### config.mk
export PLATFORM = sky130hd
export DESIGN_NAME = multi_src_event_counter_flat
export DESIGN_NICKNAME = d
export VERILOG_FILES = /design/src/rtl/multi_src_event_counter_if.sv /design/src/rtl/multi_src_event_counter.sv /design/src/flat_wrapper.sv
export SDC_FILE = /design/constraint.sdc
export NUM_CORES = 1
export LEC_CHECK = 0
export CAP_MARGIN = 20
export CELL_PAD_IN_SITES_DETAIL_PLACEMENT = 2
export CELL_PAD_IN_SITES_GLOBAL_PLACEMENT = 2
export CORE_MARGIN = 3
export CORE_UTILIZATION = 28
export DETAILED_ROUTE_END_ITERATION = 16
export PLACE_DENSITY_LB_ADDON = 0.1
export SETUP_SLACK_MARGIN = 0.4
export SKIP_LAST_GASP = 1
export SLEW_MARGIN = 10
export SYNTH_ARGS = -nofsm -noshare
export SYNTH_HDL_FRONTEND = slang
export SYNTH_SLANG_ARGS = --single-unit
### constraint.sdc
create_clock -name clk -period 7.4 [get_ports clk]
set_input_delay 1.48 -clock clk [delete_from_list [all_inputs] [get_ports clk]]
set_output_delay 1.48 -clock clk [all_outputs]
set_load 0.005 [all_outputs]
### src/rtl/multi_src_event_counter_if.sv
// ----------------------------------------------------------------------------
// multi_src_event_counter_if
//
// Purpose
//   Bundles the control inputs and the registered result outputs of
//   multi_src_event_counter so a driver and the counter share one connection.
//   W and NSRC must match the parameters of the counter attached to it.
//
// Signals
//   clr     1     synchronous clear of the counter
//   ld      1     load ld_val into the counter
//   ld_val  W     load value
//   inc     NSRC  increment requests, each set bit adds 1 this cycle
//   dec     1     decrement request, subtracts 1 this cycle
//   x       W     registered count, cnt one cycle delayed
//   hit     1     registered (cnt >= THR), aligned with x
//   ovf     1     one-cycle overflow pulse, aligned with x
//   unf     1     one-cycle underflow pulse, aligned with x
//   err     1     sticky ovf/unf flag, only when ECNT_STICKY_EN is defined
//
// Modports
//   master  drives clr/ld/ld_val/inc/dec, observes the results
//   slave   the counter itself
//
// There is no valid/ready handshake on this bundle: every input is sampled
// on every rising clock edge and every output is valid on every cycle.
// ----------------------------------------------------------------------------
interface multi_src_event_counter_if #(
    parameter int W    = 5,
    parameter int NSRC = 3
);
    logic            clr;
    logic            ld;
    logic [W-1:0]    ld_val;
    logic [NSRC-1:0] inc;
    logic            dec;
    logic [W-1:0]    x;
    logic            hit;
    logic            ovf;
    logic            unf;
`ifdef ECNT_STICKY_EN
    logic            err;
`endif

    modport master (
        output clr, ld, ld_val, inc, dec,
`ifdef ECNT_STICKY_EN
        input  err,
`endif
        input  x, hit, ovf, unf
    );

    modport slave (
        input  clr, ld, ld_val, inc, dec,
`ifdef ECNT_STICKY_EN
        output err,
`endif
        output x, hit, ovf, unf
    );
endinterface

### src/rtl/multi_src_event_counter.sv
// ----------------------------------------------------------------------------
// multi_src_event_counter
//
// Purpose
//   Generic event / occupancy counter. Each cycle it adds the number of set
//   bits of inc and subtracts dec. Supports synchronous clear, load, wrap or
//   saturate on range exit, overflow / underflow pulses and a threshold flag.
//   The count is published through a one-cycle output pipeline register, so
//   an input sampled at edge E changes cnt at E and shows on x at E+1.
//
// Parameters
//   W     counter width in bits (2..32)
//   NSRC  number of increment request inputs (1..16)
//   SAT   0 = wrap modulo 2^W, 1 = saturate at 0 and 2^W-1
//   THR   threshold compared against the count (0..2^W-1)
//
// Ports
//   clk   in   single clock, all logic on posedge
//   rst   in   synchronous reset, active-high
//   bus   slave modport of multi_src_event_counter_if:
//           clr, ld, ld_val, inc, dec  in
//           x, hit, ovf, unf           out (all registered)
//           err                        out, sticky flag (ECNT_STICKY_EN only)
//
// Configuration
//   ECNT_STICKY_EN  when defined, adds the sticky err output: set together
//                   with an ovf/unf pulse, cleared by rst or clr (clr wins
//                   over a same-cycle set). When undefined the port and its
//                   register are absent.
//
// Priority of counter updates: rst > clr > ld > inc/dec.
// ----------------------------------------------------------------------------
module multi_src_event_counter #(
    parameter int W    = 5,
    parameter int NSRC = 3,
    parameter int SAT  = 0,
    parameter int THR  = 16
) (
    input  logic                          clk,
    input  logic                          rst,
    multi_src_event_counter_if.slave      bus
);

    // Popcount of inc needs to hold 0..NSRC.
    localparam int CW = $clog2(NSRC + 1);
    // Signed arithmetic width: wide enough that cnt + NSRC - 1 never wraps,
    // so the range checks see the true result.
    localparam int RW = W + $clog2(NSRC + 2) + 1;

    localparam logic signed [RW-1:0] MAX_V = {{(RW-W){1'b0}}, {W{1'b1}}};
    localparam logic [W-1:0]         THR_V = THR[W-1:0];
    localparam logic                 HIT_RST = (THR == 0);

    // ------------------------------------------------------------------
    // Counter stage
    // ------------------------------------------------------------------
    logic [W-1:0]          cnt;
    logic                  ovf_q;   // flag of the update that produced cnt
    logic                  unf_q;

    logic [CW-1:0]         pop;
    logic signed [RW-1:0]  r;
    logic [W-1:0]          cnt_next;
    logic                  ovf_next;
    logic                  unf_next;

    always_comb begin
        pop = '0;
        for (int i = 0; i < NSRC; i++) begin
            pop = pop + CW'(bus.inc[i]);
        end
    end

    always_comb begin
        r = $signed({{(RW-W){1'b0}}, cnt})
          + $signed({{(RW-CW){1'b0}}, pop})
          - $signed({{(RW-1){1'b0}}, bus.dec});
    end

    always_comb begin
        cnt_next = cnt;
        ovf_next = 1'b0;
        unf_next = 1'b0;
        if (bus.clr) begin
            cnt_next = '0;
        end else if (bus.ld) begin
            cnt_next = bus.ld_val;
        end else if (r > MAX_V) begin
            ovf_next = 1'b1;
            cnt_next = (SAT != 0) ? {W{1'b1}} : r[W-1:0];
        end else if (r[RW-1]) begin
            // Negative result: low W bits are already r mod 2^W.
            unf_next = 1'b1;
            cnt_next = (SAT != 0) ? '0 : r[W-1:0];
        end else begin
            cnt_next = r[W-1:0];
        end
    end

    always_ff @(posedge clk) begin
        if (rst) begin
            cnt   <= '0;
            ovf_q <= 1'b0;
            unf_q <= 1'b0;
        end else begin
            cnt   <= cnt_next;
            ovf_q <= ovf_next;
            unf_q <= unf_next;
        end
    end

    // ------------------------------------------------------------------
    // Output pipeline stage: publishes cnt and its flags one cycle later.
    // Cleared in the same edge as cnt so no stale value survives rst.
    // ------------------------------------------------------------------
    logic [W-1:0] x_q;
    logic         hit_q;
    logic         ovf_o;
    logic         unf_o;

    always_ff @(posedge clk) begin
        if (rst) begin
            x_q   <= '0;
            hit_q <= HIT_RST;
            ovf_o <= 1'b0;
            unf_o <= 1'b0;
        end else begin
            x_q   <= cnt;
            hit_q <= (cnt >= THR_V);
            ovf_o <= ovf_q;
            unf_o <= unf_q;
        end
    end

    assign bus.x   = x_q;
    assign bus.hit = hit_q;
    assign bus.ovf = ovf_o;
    assign bus.unf = unf_o;

`ifdef ECNT_STICKY_EN
    // Sticky error: rises in the same cycle the ovf/unf pulse appears on the
    // outputs, hence it is fed from the counter-stage flags.
    logic err_q;

    always_ff @(posedge clk) begin
        if (rst) begin
            err_q <= 1'b0;
        end else if (bus.clr) begin
            err_q <= 1'b0;
        end else if (ovf_q || unf_q) begin
            err_q <= 1'b1;
        end
    end

    assign bus.err = err_q;
`endif

endmodule
### src/flat_wrapper.sv
// flat-port wrapper written by rule: the top's interface ports become plain ports
module multi_src_event_counter_flat 
#(
    parameter int W    = 5,
    parameter int NSRC = 3,
    parameter int SAT  = 0,
    parameter int THR  = 16
)
  (clk, rst, bus_clr, bus_ld, bus_ld_val, bus_inc, bus_dec, bus_x, bus_hit, bus_ovf, bus_unf);
  multi_src_event_counter_if #(.W(W), .NSRC(NSRC)) bus_i ();
  input  logic clk;
  input  logic rst;
  input wire logic [$bits(bus_i.clr)-1:0] bus_clr;
  input wire logic [$bits(bus_i.ld)-1:0] bus_ld;
  input wire logic [$bits(bus_i.ld_val)-1:0] bus_ld_val;
  input wire logic [$bits(bus_i.inc)-1:0] bus_inc;
  input wire logic [$bits(bus_i.dec)-1:0] bus_dec;
  output wire logic [$bits(bus_i.x)-1:0] bus_x;
  output wire logic [$bits(bus_i.hit)-1:0] bus_hit;
  output wire logic [$bits(bus_i.ovf)-1:0] bus_ovf;
  output wire logic [$bits(bus_i.unf)-1:0] bus_unf;
  assign bus_i.clr = bus_clr;
  assign bus_i.ld = bus_ld;
  assign bus_i.ld_val = bus_ld_val;
  assign bus_i.inc = bus_inc;
  assign bus_i.dec = bus_dec;
  assign bus_x = bus_i.x;
  assign bus_hit = bus_i.hit;
  assign bus_ovf = bus_i.ovf;
  assign bus_unf = bus_i.unf;
  multi_src_event_counter #(.W(W), .NSRC(NSRC), .SAT(SAT), .THR(THR)) u_core (.clk(clk), .rst(rst), .bus(bus_i));
endmodule
======== After elaboration in Yosys (flattened, before gate mapping) ========
Index checks and enable logic that the tools add are counted.
operators by class
  add/subtract/negate cells ............... 4
  multiply operators ...................... 0
  divide/modulo/power cells ............... 0
  order comparisons ....................... 2
  equal/unequal tests ..................... 0
  shift-type cells ........................ 0
  multiplexer cells ....................... 3
  bitwise logic cells ..................... 0
  reduce and logical (&&, ||, !) cells .... 3
operators by type and width
  kind                                                                   count
  9-bit by 6-bit > comparator with 1-bit output (second input constant)  1
  9-bit by 2-bit subtractor with 9-bit output                            1
  5-bit by 2-bit adder with 6-bit output                                 1
  5-bit greater-or-equal comparator (second input constant)              1
  5-bit two-way mux                                                      1
  4-bit OR reduction                                                     1
  3-bit OR reduction                                                     1
  1-bit by 1-bit adder with 2-bit output                                 1
  2-bit by 1-bit adder with 2-bit output                                 1
  1-bit two-way mux                                                      2
  2-bit OR reduction                                                     1
storage, ports and cells
  flip-flop bits (word level) ............. 15
  bits in latches ......................... 0
  bits in writable memories ............... 0
  ROM bits ................................ 0
  input bits .............................. 13
  output and inout bits ................... 8
  logic and storage cells ................. 19
  memories kept ........................... 0

======== Logic depth before layout (Yosys ltp) ========
Gate-level depths: netlist (run 1).
  depth after elaboration ................. 6
  depth in mapped cells ................... 10
  depth with buffers taken out ............ 10

======== Least setup slack after synthesis (run 1) ========
No wires, ideal clock.
  path type ............................... input to register
  start ................................... input bus_inc[0]
  end ..................................... register u_core.cnt[4]
  library setup time ...................... 117 ps
  arrival ................................. 3634 ps
  required time ........................... 7283 ps
  path slack .............................. 3649 ps
  stages .................................. 9
  path buffers ............................ 0
  cell sequence ........................... fa_1 ha_1 fa_1 inv_1 ha_1 or4b_4 o21ai_2 xnor2_1 o21ai_1
on the way
  longest elaborated chain between the ends .. 5
ends and longest elaborated chain
  element                                      RTL line                        text
  start: declaration                           flat_wrapper.sv:16              input wire logic [$bits(bus_i.inc)-1:0] bus_inc;
  1-bit by 1-bit adder with 2-bit output       multi_src_event_counter.sv:70   pop = pop + CW'(bus.inc[i]);
  2-bit by 1-bit adder with 2-bit output       multi_src_event_counter.sv:70
  5-bit by 2-bit adder with 6-bit output       multi_src_event_counter.sv:76   + $signed({{(RW-CW){1'b0}}, pop})
  9-bit by 2-bit subtractor with 9-bit output  multi_src_event_counter.sv:77   - $signed({{(RW-1){1'b0}}, bus.dec});
  5-bit two-way mux                            multi_src_event_counter.sv:86   end else if (bus.ld) begin
  end signal: assignment                       multi_src_event_counter.sv:106  cnt <= cnt_next;
  end: declaration                             multi_src_event_counter.sv:57   logic [W-1:0] cnt;
Every way passes these cells.
A chain may end at the register's enable or synchronous reset.

======== Worst setup path after layout (run 1) ========
Ends and elaborated chain as after synthesis.

==> flow_results.org, run 1 <==
** Outcome
- Outcome :: finished, final reports clean

** Routing
- Routed wire per std cell :: around 14 um
- The routed design uses 909 um of met2 wire.
- Detailed router's first-iteration violation count :: 4
- The routed design has 1.734 mm of wire.
- Before antenna repair, the detailed router went through 3 iterations.
- Via density per instance :: approximately 4.9
- DRC violations left :: 0
- Uppermost metal layer occupied by signal nets :: met4
- Total length of routed met3 wires :: 76 um
- In the final routing, the length of wire on met1 measures a little over 700 um.
- Remaining number of nets flagged by the antenna check after routing :: 0
- Vias after detailed routing :: between 600 and 700

** Placed design
- After legalization and detailed placement, the total HPWL measured ~1.4 mm.
- Worst Setup Slack post-DPL :: roughly 3 ns
- Number of buffers added on ports :: 20
- Gp weighted congestion :: around 0.70
- Post-Place Cells :: about 120

** Clock network
- Clock slew at reported path FFs :: 0.10 ns
- Clock tree from TritonCTS :: done
- Buffers added to address setup during post-CTS repair amount to 0.
- In this run the clock root is driven by a clkbuf_4.
- For this design, the sink count on the clock tree is 15.
- The longest clock path from root to sink contains 2 buffers.
- The number of hold buffers added after CTS was 0.
- Clock buffer count from CTS :: 3
- Gates resized, CTS repair :: 0
- Clock latency on the worst-skew pair :: between 0.2 and 0.3 ns
- Level count of the clock H-tree :: 1

** Cells and area
- Final standard cell count with taps included and fillers excluded :: roughly 130
- Ant. Diodes :: 0
- In the final layout, the share of cells above drive strength 1 is 0.06186.
- Post-layout net count :: approximately 120
- Area added between synthesis and finish :: 33.86%
- Fill cells in the final layout number ~270.

** Synthesis
- Syn Area/Cell :: approximately 9.4 sq um
- For this run, the register share of the synthesized area comes to 0.4188.
- Synthesis produced a netlist with a net count of 95.
- Cell types with the largest area share after synthesis :: dfxtp_1, ha_1, nor2b_1
- In this run, distinct cell masters in the synthesized netlist total 30.
- Top-count cell post-synth :: dfxtp_1
- Cell type contributing the most total cell area after synthesis :: dfxtp_1
- Number of flops mapped to enable cells by yosys :: 0
- Primary flip-flop cell chosen by synthesis mapping :: dfxtp_1
- Proportion of register bits with asynchronous set or reset after synthesis :: 0
- After synthesis the cells add up to 716.9 sq um.
- In this run, synthesis produced a sequential element count of 15.
- Of the post-synthesis cell area, the dominant cell type holds 0.4188.
- Most used standard cells in the synthesized netlist :: dfxtp_1, nor2_1, nor2b_1
- Instance count of the mapped netlist :: 76
- Count of synthesis-stage warnings from yosys :: 0

** Global routing
- Total overflow reported by the global router :: 0
- The first global-routing pass estimated about 3 mm of wire.
- Maximum number of pins on one net before global-route repair :: 12
- The number of antenna violations at the first check in global routing is 0.
- GRT Total Usage :: 0.1235
- Vias in the first global route :: between 600 and 700

** Power
- Power per standard cell area :: between 150 and 200 mW/mm^2
- For this design the static power due to leakage is 0.3737 nW.
- Clock network fraction of design power :: 0.278
- The design draws 0.1792 mW.
- The internal power of the cells totals between 0.1 and 0.15 mW.
- Of the total power, the share spent switching nets is 0.2902.
- Worst-case vdd ir drop :: 0.00007207 V
- Of the total power, registers draw 0.484.
- Relative contribution of combinational cells to total power :: 0.237
- Switching power total :: roughly 0.052 mW

** STA
- Dividing the final minimum period by the clock period gives 0.5523.
- In the post-route analysis, the smallest setup slack over all paths is roughly 3.3 ns.
- Tmin final :: a little over 4 ns
- Adding up every negative setup slack in the final design gives 0 ns.
- Across the routed clock network, the largest skew measured is around 0.0011 ns.
- Relative slew margins :: 0.7510
- Worst-Margin Slew :: 0.3723 ns
- Setup repair after global routing left no endpoint under its margin.
- Total setup violations reported at the end of the flow :: 0
- Max-slew violations :: 0
- Final Hold Violating Endpoints :: 0
- Maximum frequency from static timing analysis :: 0.2447 GHz

** Min path
- Hold Path Stages :: 1
- Hold Crit Class :: register to register

** Critical path
- In this run the number of cells on the critical path is 10.
- Required time worst endpoint :: 7.59 ns
- Master of the slowest instance on the critical path :: fa_1
- Peak per-stage delay on the critical path :: between 0.5 and 0.6 ns
- Family of cells with the greatest summed delay on the critical path :: adder cells
- The critical path goes through clkdlybuf4s50_1 > fa_1 > ha_1 > fa_1 > inv_1 > ha_1 > or4b_4 > o21ai_2 > xnor2_1 > o21ai_1.
- STA puts the critical path data arrival time at roughly 4.3 ns.
- Category of the most critical setup path :: primary input to register
- STA classifies the critical path startpoint as a primary input.
- The worst setup path is captured at a register.
- Along the worst path, the maximum fanout reaches 5.
- Cell count of the worst reg-to-reg path :: 9
- Counting both buffers and inverters, the worst setup path holds a total of 2.

** Die
- Floorplan die width :: 56.60 um
- The die covers around 0.0032 sq mm.
- After floorplanning, the core was sized to cover ~0.0023 sq mm.
- Placement row count :: 17
- Ports :: 21
- The die is between 50 and 60 um tall.
- Starting density of the core :: 0.3092

** Job
- Max-cap violations in this run came to 0.
[registers in the layout (all words and copies together), names as in the netlist]
name            cells
u_core.bus.ovf      1
u_core.cnt          5
u_core.bus.x        5
u_core.bus.unf      1
u_core.bus.hit      1
u_core.unf_q        1
u_core.ovf_q        1
[power by group through the flow]
stage	combinational [mW]	clock [mW]	sequential (mW)
5_1_grt	0.0483	0.0559	0.0874
4_1_cts	0.0435	0.0531	0.0869
2_1_floorplan	0.0282	0	0.0876
3_3_place_gp	0.0416	0	0.0885
3_5_place_dp	0.0431	0	0.0887
6_report	0.0425	0.0499	0.0868
[final cells by class]
cell class	instances	area, sq um	share of cell area
inverter	2	7.507	0.007823
tap	28	35.03	0.03651
timing repair buffer	20	200.2	0.2086
clock buffer	4	26.28	0.02738
multi-input combinational	56	390.4	0.4068
sequential	15	300.3	0.3129
[cells by family after synthesis]
family                     Yosys count  synth area share
muxes                                1           0.01396
adders and majority gates            6            0.1257
and+or+nand+nor                     35            0.2635
buffers and inverters                5           0.03666
DFF                                 15            0.4189
AOI/OAI and AO/OA                   11            0.1047
xor gates and xnor gates             3           0.03666
[path summary, 6_finish.rpt]
check	startpoint	to	slack, ns
worst min-delay path	u_core.ovf_q	u_core.bus.ovf	0.46
worst max register to register	u_core.cnt[0]	u_core.cnt[4]	4.63
worst max-delay path	bus_inc[0]	u_core.cnt[4]	3.31
worst min register to register	u_core.ovf_q	u_core.bus.ovf	0.46
[metrics by stage]
stage                     hold WS (ns)  instance area [sq um]    util
after floorplan                 0.4138                  716.9       -
after global placement          0.4154                  933.4  0.4026
after detailed placement        0.4462                  933.4  0.4026
after CTS                       0.4634                  959.7  0.4139
after global routing            0.4839                  959.7  0.4139
final                           0.4627                  959.7  0.4139
[cell usage in the layout (no fill, tap or decap), types with 2 or more instances in the layout]
cell type | netlist | final
a21oi_1 | 4 | 4
clkbuf_4 | 0 | 3
clkdlybuf4s50_1 | 0 | 20
dfxtp_1 | 15 | 15
fa_1 | 2 | 2
ha_1 | 4 | 4
inv_1 | 2 | 2
nand3_1 | 5 | 5
nor2_1 | 12 | 12
nor2b_1 | 8 | 8
xnor2_1 | 2 | 2
[routing by layer]
metal  GRT usage  up-vias
met5           0        -
met4     0.08136        0
met2      0.2079       14
met3     0.02759        4
li1            -      302
met1      0.1373      298
(Power assumes the default switching activity.)
==> run 2, diff against run 1 <==
--- a/config.mk
+++ b/config.mk
@@ -8,8 +8,9 @@
 export CAP_MARGIN = 20
 export CELL_PAD_IN_SITES_DETAIL_PLACEMENT = 2
 export CELL_PAD_IN_SITES_GLOBAL_PLACEMENT = 2
+export CORE_ASPECT_RATIO = 2
 export CORE_MARGIN = 3
-export CORE_UTILIZATION = 28
+export CORE_UTILIZATION = 26
 export DETAILED_ROUTE_END_ITERATION = 16
 export PLACE_DENSITY_LB_ADDON = 0.1
 export SETUP_SLACK_MARGIN = 0.4
==> constraint.sdc (replaced) <==
create_clock -name clk -period 4 [get_ports clk]
set_input_delay 0.8 -clock clk [delete_from_list [all_inputs] [get_ports clk]]
set_output_delay 0.8 -clock clk [all_outputs]
set_load 0.005 [all_outputs]
==> run 2 against run 1 <==
Against the previous run: critical path depth is the same; die area grew 8.1%; final cell count is the same; first-iteration DRC count shrank 50%; non-clock buffer count is the same; combinational power grew 85%; utilization shrank 3.8 points; clock-buffer cell count is the same; flip-flop and latch count is the same; total power grew 100%; largest power group unchanged.
==> flow_results.org, run 2 (synthesized netlist as in run 1, its figures left out) <==
** Clock network
- Counting every sink on the clock net gives 15.
- Clk Tree Root Cell :: clkbuf_8
- Clock latency on the worst-skew pair :: around 0.25 ns
- Clock tree synthesis inserted a total of 3 buffers.
- In this run the number of H-tree levels came out at 1.
- Clock slew at reported path FFs :: roughly 0.06 ns
- Gates resized, CTS repair :: 0
- Once the clock tree was built, the setup fixing pass inserted 0 buffers.
- In this run the deepest clock path goes through 2 buffers.
- The number of hold buffers added after CTS was 0.
- TritonCTS built the clock tree.

** Min path
- Hold Crit Class :: register to register
- Worst hold path startpoint :: u_core.unf_q
- Terminating pin of the worst hold path :: u_core.bus.unf
- Hold Path Stages :: 1

** Routing
- For this block, the initial DRC count from the detailed router was 2.
- Pre-Repair DR Iteration Count :: 3
- After detailed routing, the average wire length per cell comes to approximately 15 um.
- The routed layout has between 600 and 700 vias.
- Once detail routing completed, the nets flagged for antenna violations numbered 0.
- Using the TritonRoute via totals, the vias-per-cell ratio works out to about 5.
- After detailed routing, the total wire length is about 1.8 mm.
- DRC violations left :: 0

** Power
- Cell internal power was estimated by the tool at around 0.27 mW.
- Of the total power, the share spent switching nets is 0.2641.
- The share of total power dissipated in sequential elements is 0.442.
- Clock network fraction of design power :: 0.342
- Of the total power, combinational logic draws 0.216.
- For this design the static power due to leakage is approximately 0.38 nW.
- Switching power total :: 0.09589 mW
- For this design the ratio of total power to cell area is ~370 mW/mm^2.
- The worst-case IR drop observed on VDD is roughly 0.00016 V.

** Placed design
- After legalization and detailed placement, the total HPWL measured around 1.5 mm.
- Post-Place Cells :: 121
- In this run the tool buffered the top-level ports with 20 buffer cells.
- After detailed placement, the total cell area comes to 933.4 sq um.
- At the end of routability-driven placement, the weighted congestion stood at about 0.70.

** Outcome
- The run finished with clean final reports.

** Cells and area
- Fill cell instance count of the final layout :: roughly 300
- The multi-input combinational cells in the finished layout cover a total of ~400 sq um.
- Commonest non-fill, non-tap cells in the layout :: clkdlybuf4s50_1, dfxtp_1, nor2_1, nor2b_1, nand3_1
- Summing all flip-flop and latch instances after layout gives around 300 sq um.
- Leaving out fill and tap cells, the most frequent cell in the layout is clkdlybuf4s50_1.
- Relative to the synthesized area, the layout overhead comes to 36.47%.
- Ant. Diodes :: 0
- Measured on the finished design, the core utilization comes to 0.3760.
- Post-layout net count :: between 100 and 150
- Fraction of layout cells with a size suffix above 1 :: 0.06186
- Final standard cell count with taps included and fillers excluded :: approximately 130
- The finished cells cover slightly below 0.001 sq mm.

** Critical path
- Startpoint Class :: primary input
- Setup slack on the worst reg-to-reg path comes out at ~1.3 ns.
- Critical Path Fanout Max :: 5
- Data arrives at the worst endpoint at ~3.5 ns.
- The endpoint identified for the worst register-to-register timing path is u_core.cnt[4].
- For the worst flop-to-flop path, the logic depth is 9.
- Required time worst endpoint :: just over 4 ns
- The worst register-to-register path begins at u_core.cnt[0].
- The critical path starts at bus_inc[0].
- The worst setup path is captured at a register.
- The critical path is of the primary input to register type.

** STA
- The tightest hold path in the finished design has a slack of ~0.44 ns.
- Final period utilization :: 0.8509
- Relative slew margins :: 0.7267
- For the final database, setup skew stands at about 0.0054 ns.
- The smallest clock period supported by the final layout is computed as 3.403 ns.
- Maximum frequency from static timing analysis :: between 0.2 and 0.3 GHz
- Worst-Margin Slew :: slightly above 0.4 ns
- Final Hold Violating Endpoints :: 0
- Setup repair after global routing left no endpoint under its margin.
- Aggregate negative setup slack :: 0 ns
- Total setup violations reported at the end of the flow :: 0
- The final number of max-transition violations was 0.

** Job
- Across the run, the number of max-cap violations was 0.

** Die
- The die covers 0.003462 sq mm.
- Core area :: between 0.002 and 0.003 sq mm
- Vertical extent of the die :: between 80 and 90 um
- The die is between 40 and 50 um wide.
- Placement row count :: 26
- 21 I/O pins were placed.
- Starting density of the core :: 0.2755

** Global routing
- The number of antenna violations at the first check in global routing is 0.
- Global-route wire length before repair :: approximately 3.0 mm
- Entering global routing, the biggest net connects 12 pins.
- The via count of the first global-routing pass is roughly 700.
- Global routing finished with a remaining overflow of 0.
- GRT Total Usage :: 0.1153
## run 2: cell counts in the layout (fill, tap and decap cells not counted)
No cell type changed its count.
## run 2: worst max-delay path by stage
stage	to	slack, ns
finish	u_core.cnt[4]	0.60
global route	u_core.cnt[4]	0.43
floorplan	u_core.cnt[4]	0.93
detailed placement	u_core.cnt[4]	0.33
CTS	u_core.cnt[4]	0.59
global placement	u_core.cnt[4]	0.37
## run 2: layer usage
metal	vias to the layer above	GRT usage	share of wire
met4	0	0.05438	0.012
met1	315	0.09986	0.35
met5	-	0	0
met2	11	0.2389	0.61
li1	302	-	-
met3	2	0.01345	0.028
## run 2: worst max-delay path, cell delays in order
cell and delay (ns):
clkdlybuf4s50_1 0.43, fa_1 0.54, ha_1 0.20, fa_1 0.43, inv_1 0.10, ha_1 0.27, or4b_4 0.49, o21ai_2 0.08
xnor2_1 0.13, o21ai_1 0.07
## run 2: power by group through the flow
| stage | registers, mW | logic, mW | clock network (mW) |
|---|---|---|---|
| final | 0.160 | 0.0786 | 0.124 |
| after global routing | 0.161 | 0.0901 | 0.133 |
| after CTS | 0.160 | 0.0802 | 0.128 |
| after detailed placement | 0.164 | 0.0793 | 0 |
| after global placement | 0.163 | 0.0768 | 0 |
| after floorplan | 0.162 | 0.0521 | 0 |
## run 2: area by class of cell
type | instances | share of cell area
multi-input combinational | 56 | 0.3990
clock buffer | 4 | 0.04604
sequential | 15 | 0.3069
timing repair buffer | 20 | 0.2046
inverter | 2 | 0.007673
tap | 28 | 0.03581
## run 2: metrics by stage
step / worst slack, ns / power [mW]
final: 0.5966 / 0.3631
after global routing: 0.4302 / 0.3840
after CTS: 0.5889 / 0.3691
after detailed placement: 0.3313 / 0.2432
after global placement: 0.3737 / 0.2401
after floorplan: 0.9287 / 0.2141
==> edit: new RTL, config.mk and constraints of run 2 <==
`x_q` no longer has a reset.
--- a/src/rtl/multi_src_event_counter.sv
+++ b/src/rtl/multi_src_event_counter.sv
@@ -122,3 +122,2 @@
         if (rst) begin
-            x_q   <= '0;
             hit_q <= HIT_RST;
@@ -127,3 +126,2 @@
         end else begin
-            x_q   <= cnt;
             hit_q <= (cnt >= THR_V);
@@ -132,2 +130,6 @@
         end
+    end
+
+    always_ff @(posedge clk) begin
+        x_q <= cnt;
     end
Check against the original RTL: differs if rst is asserted again (counterexample within 4 cycles, from zero or initial values and one cycle with rst high); with rst held inactive, the same outputs for 10 cycles.
==> edit against run 2 <==
  * Sequential cell count did not move
  * Total power rose by 3.3%
  * Clock skew fell by 0.0018 ns
  * Core utilization rose by 0.63 points
  * Worst setup slack got worse by 0.0072 ns
  * Synthesized area rose by 3.1%
  * Wire length rose by 7.0%
  * Cell area rose by 2.9%
  * Sequential share of layout area fell by 0.88 points
  * Largest power group unchanged
  * Highest routed layer unchanged
==> edit: results (changes against run 2) <==
critical path arrival 3.58 ns (+0.04 ns); Initial DRT Pass Iterations 4 (+1); CP max FO 6 (+1); dpl cell area 956 µm² (+2.4%); clk_skew 0.00364 ns (-0.00179 ns); number of diodes 0 (unchanged); Netlist cell types 33 (+10%); RePlAce Congestion 0.737 (+5.6%); worst hold path stage count 0 (-1); vias in the first global route 688 (-3.0%); top cells by area, synth dfxtp_1 41%, ha_1 6.8%, fa_1 5.4%; total wire length 1.95 mm (+7.0%); global-route wire length before repair 3.26 mm (+7.5%); syn nets 94 (-1.1%); largest net degree at the start of global routing 12 (unchanged); Vias 638 (+1.3%); Seq/Total Area, Yosys 40.6% (-1.3 points); hpwl dp 1.59 mm (+5.9%); worst-margin pin slew 0.420 ns (+0.0141 ns); static leakage 0.385 nW (+0.81%); pre-CTS setup slack 0.284 ns (-0.0472 ns); Nets 116 (-0.85%); Worst path top cell family by delay adder cells; status completed; GR Util All Layers 12.6% (+1.1 points); top cells by count, synth 15 x dfxtp_1, 8 x nor2_1, 5 x nor2b_1; share of post-route cells with drive strength above 1 10.4% (+4.2 points); Peak VDD IR 197 µV (+21%); initial drt markers 3 (+1); initial antenna violation count 0 (unchanged)
[edit: timing repair]
item,4_1_cts,5_1_grt
endpoints found under the hold margin,0,0
setup endpoints to repair,0,1
resized for setup,0,1
[edit: routing by layer]
layer / track usage (%) / vias up / share of wire (%) / wire length, µm
li1: - / 308 / - / -
met5: 0 / - / 0 / 0
met2: 23.4 / 15 / 59 / 1160
met3: 1.97 / 5 / 3.6 / 70
met4: 7.25 / 0 / 2.7 / 52
met1: 12.7 / 310 / 34 / 667
[edit: where the power goes]
part	total (mW)	switching, mW	internal, mW
clock network	0.125	0.0542	0.0707
registers	0.164	0.00705	0.157
logic	0.0861	0.0417	0.0444
[edit: path summary, 6_finish.rpt]
path	startpoint	slack, ns	end
hold / removal	u_core.cnt[0]$_SDFF_PP0_	0.39	u_core.bus.x[0]$_DFF_P_
setup / recovery	bus_inc[0]	0.59	u_core.cnt[4]$_SDFF_PP0_
hold reg to reg	u_core.cnt[0]$_SDFF_PP0_	0.39	u_core.bus.x[0]$_DFF_P_
setup reg to reg	u_core.cnt[0]$_SDFF_PP0_	1.26	u_core.cnt[4]$_SDFF_PP0_
[edit: layout make-up]
type,count,area (µm²)
clock buffer,4,45.0
fill,281,1630
inverter,3,11.3
multi-input combinational,54,415
sequential,15,300
tap,28,35.0
timing repair buffer,20,200
[edit: per-stage QoR]
stage                     utilization (%)  instances
after global routing                 38.2        124
after global placement               36.3        120
after CTS                            38.0        124
final                                38.2        124
after detailed placement             36.3        120
after floorplan                         -         75
[edit: cell families after synthesis]
| kind of cell | synth area share (%) |
|---|---|
| compound gates | 13.2 |
| xor+xnor | 2.37 |
| fa+ha+maj | 12.2 |
| buf+inv | 4.06 |
| flops | 40.6 |
| mux | 1.35 |
| simple gates | 26.2 |
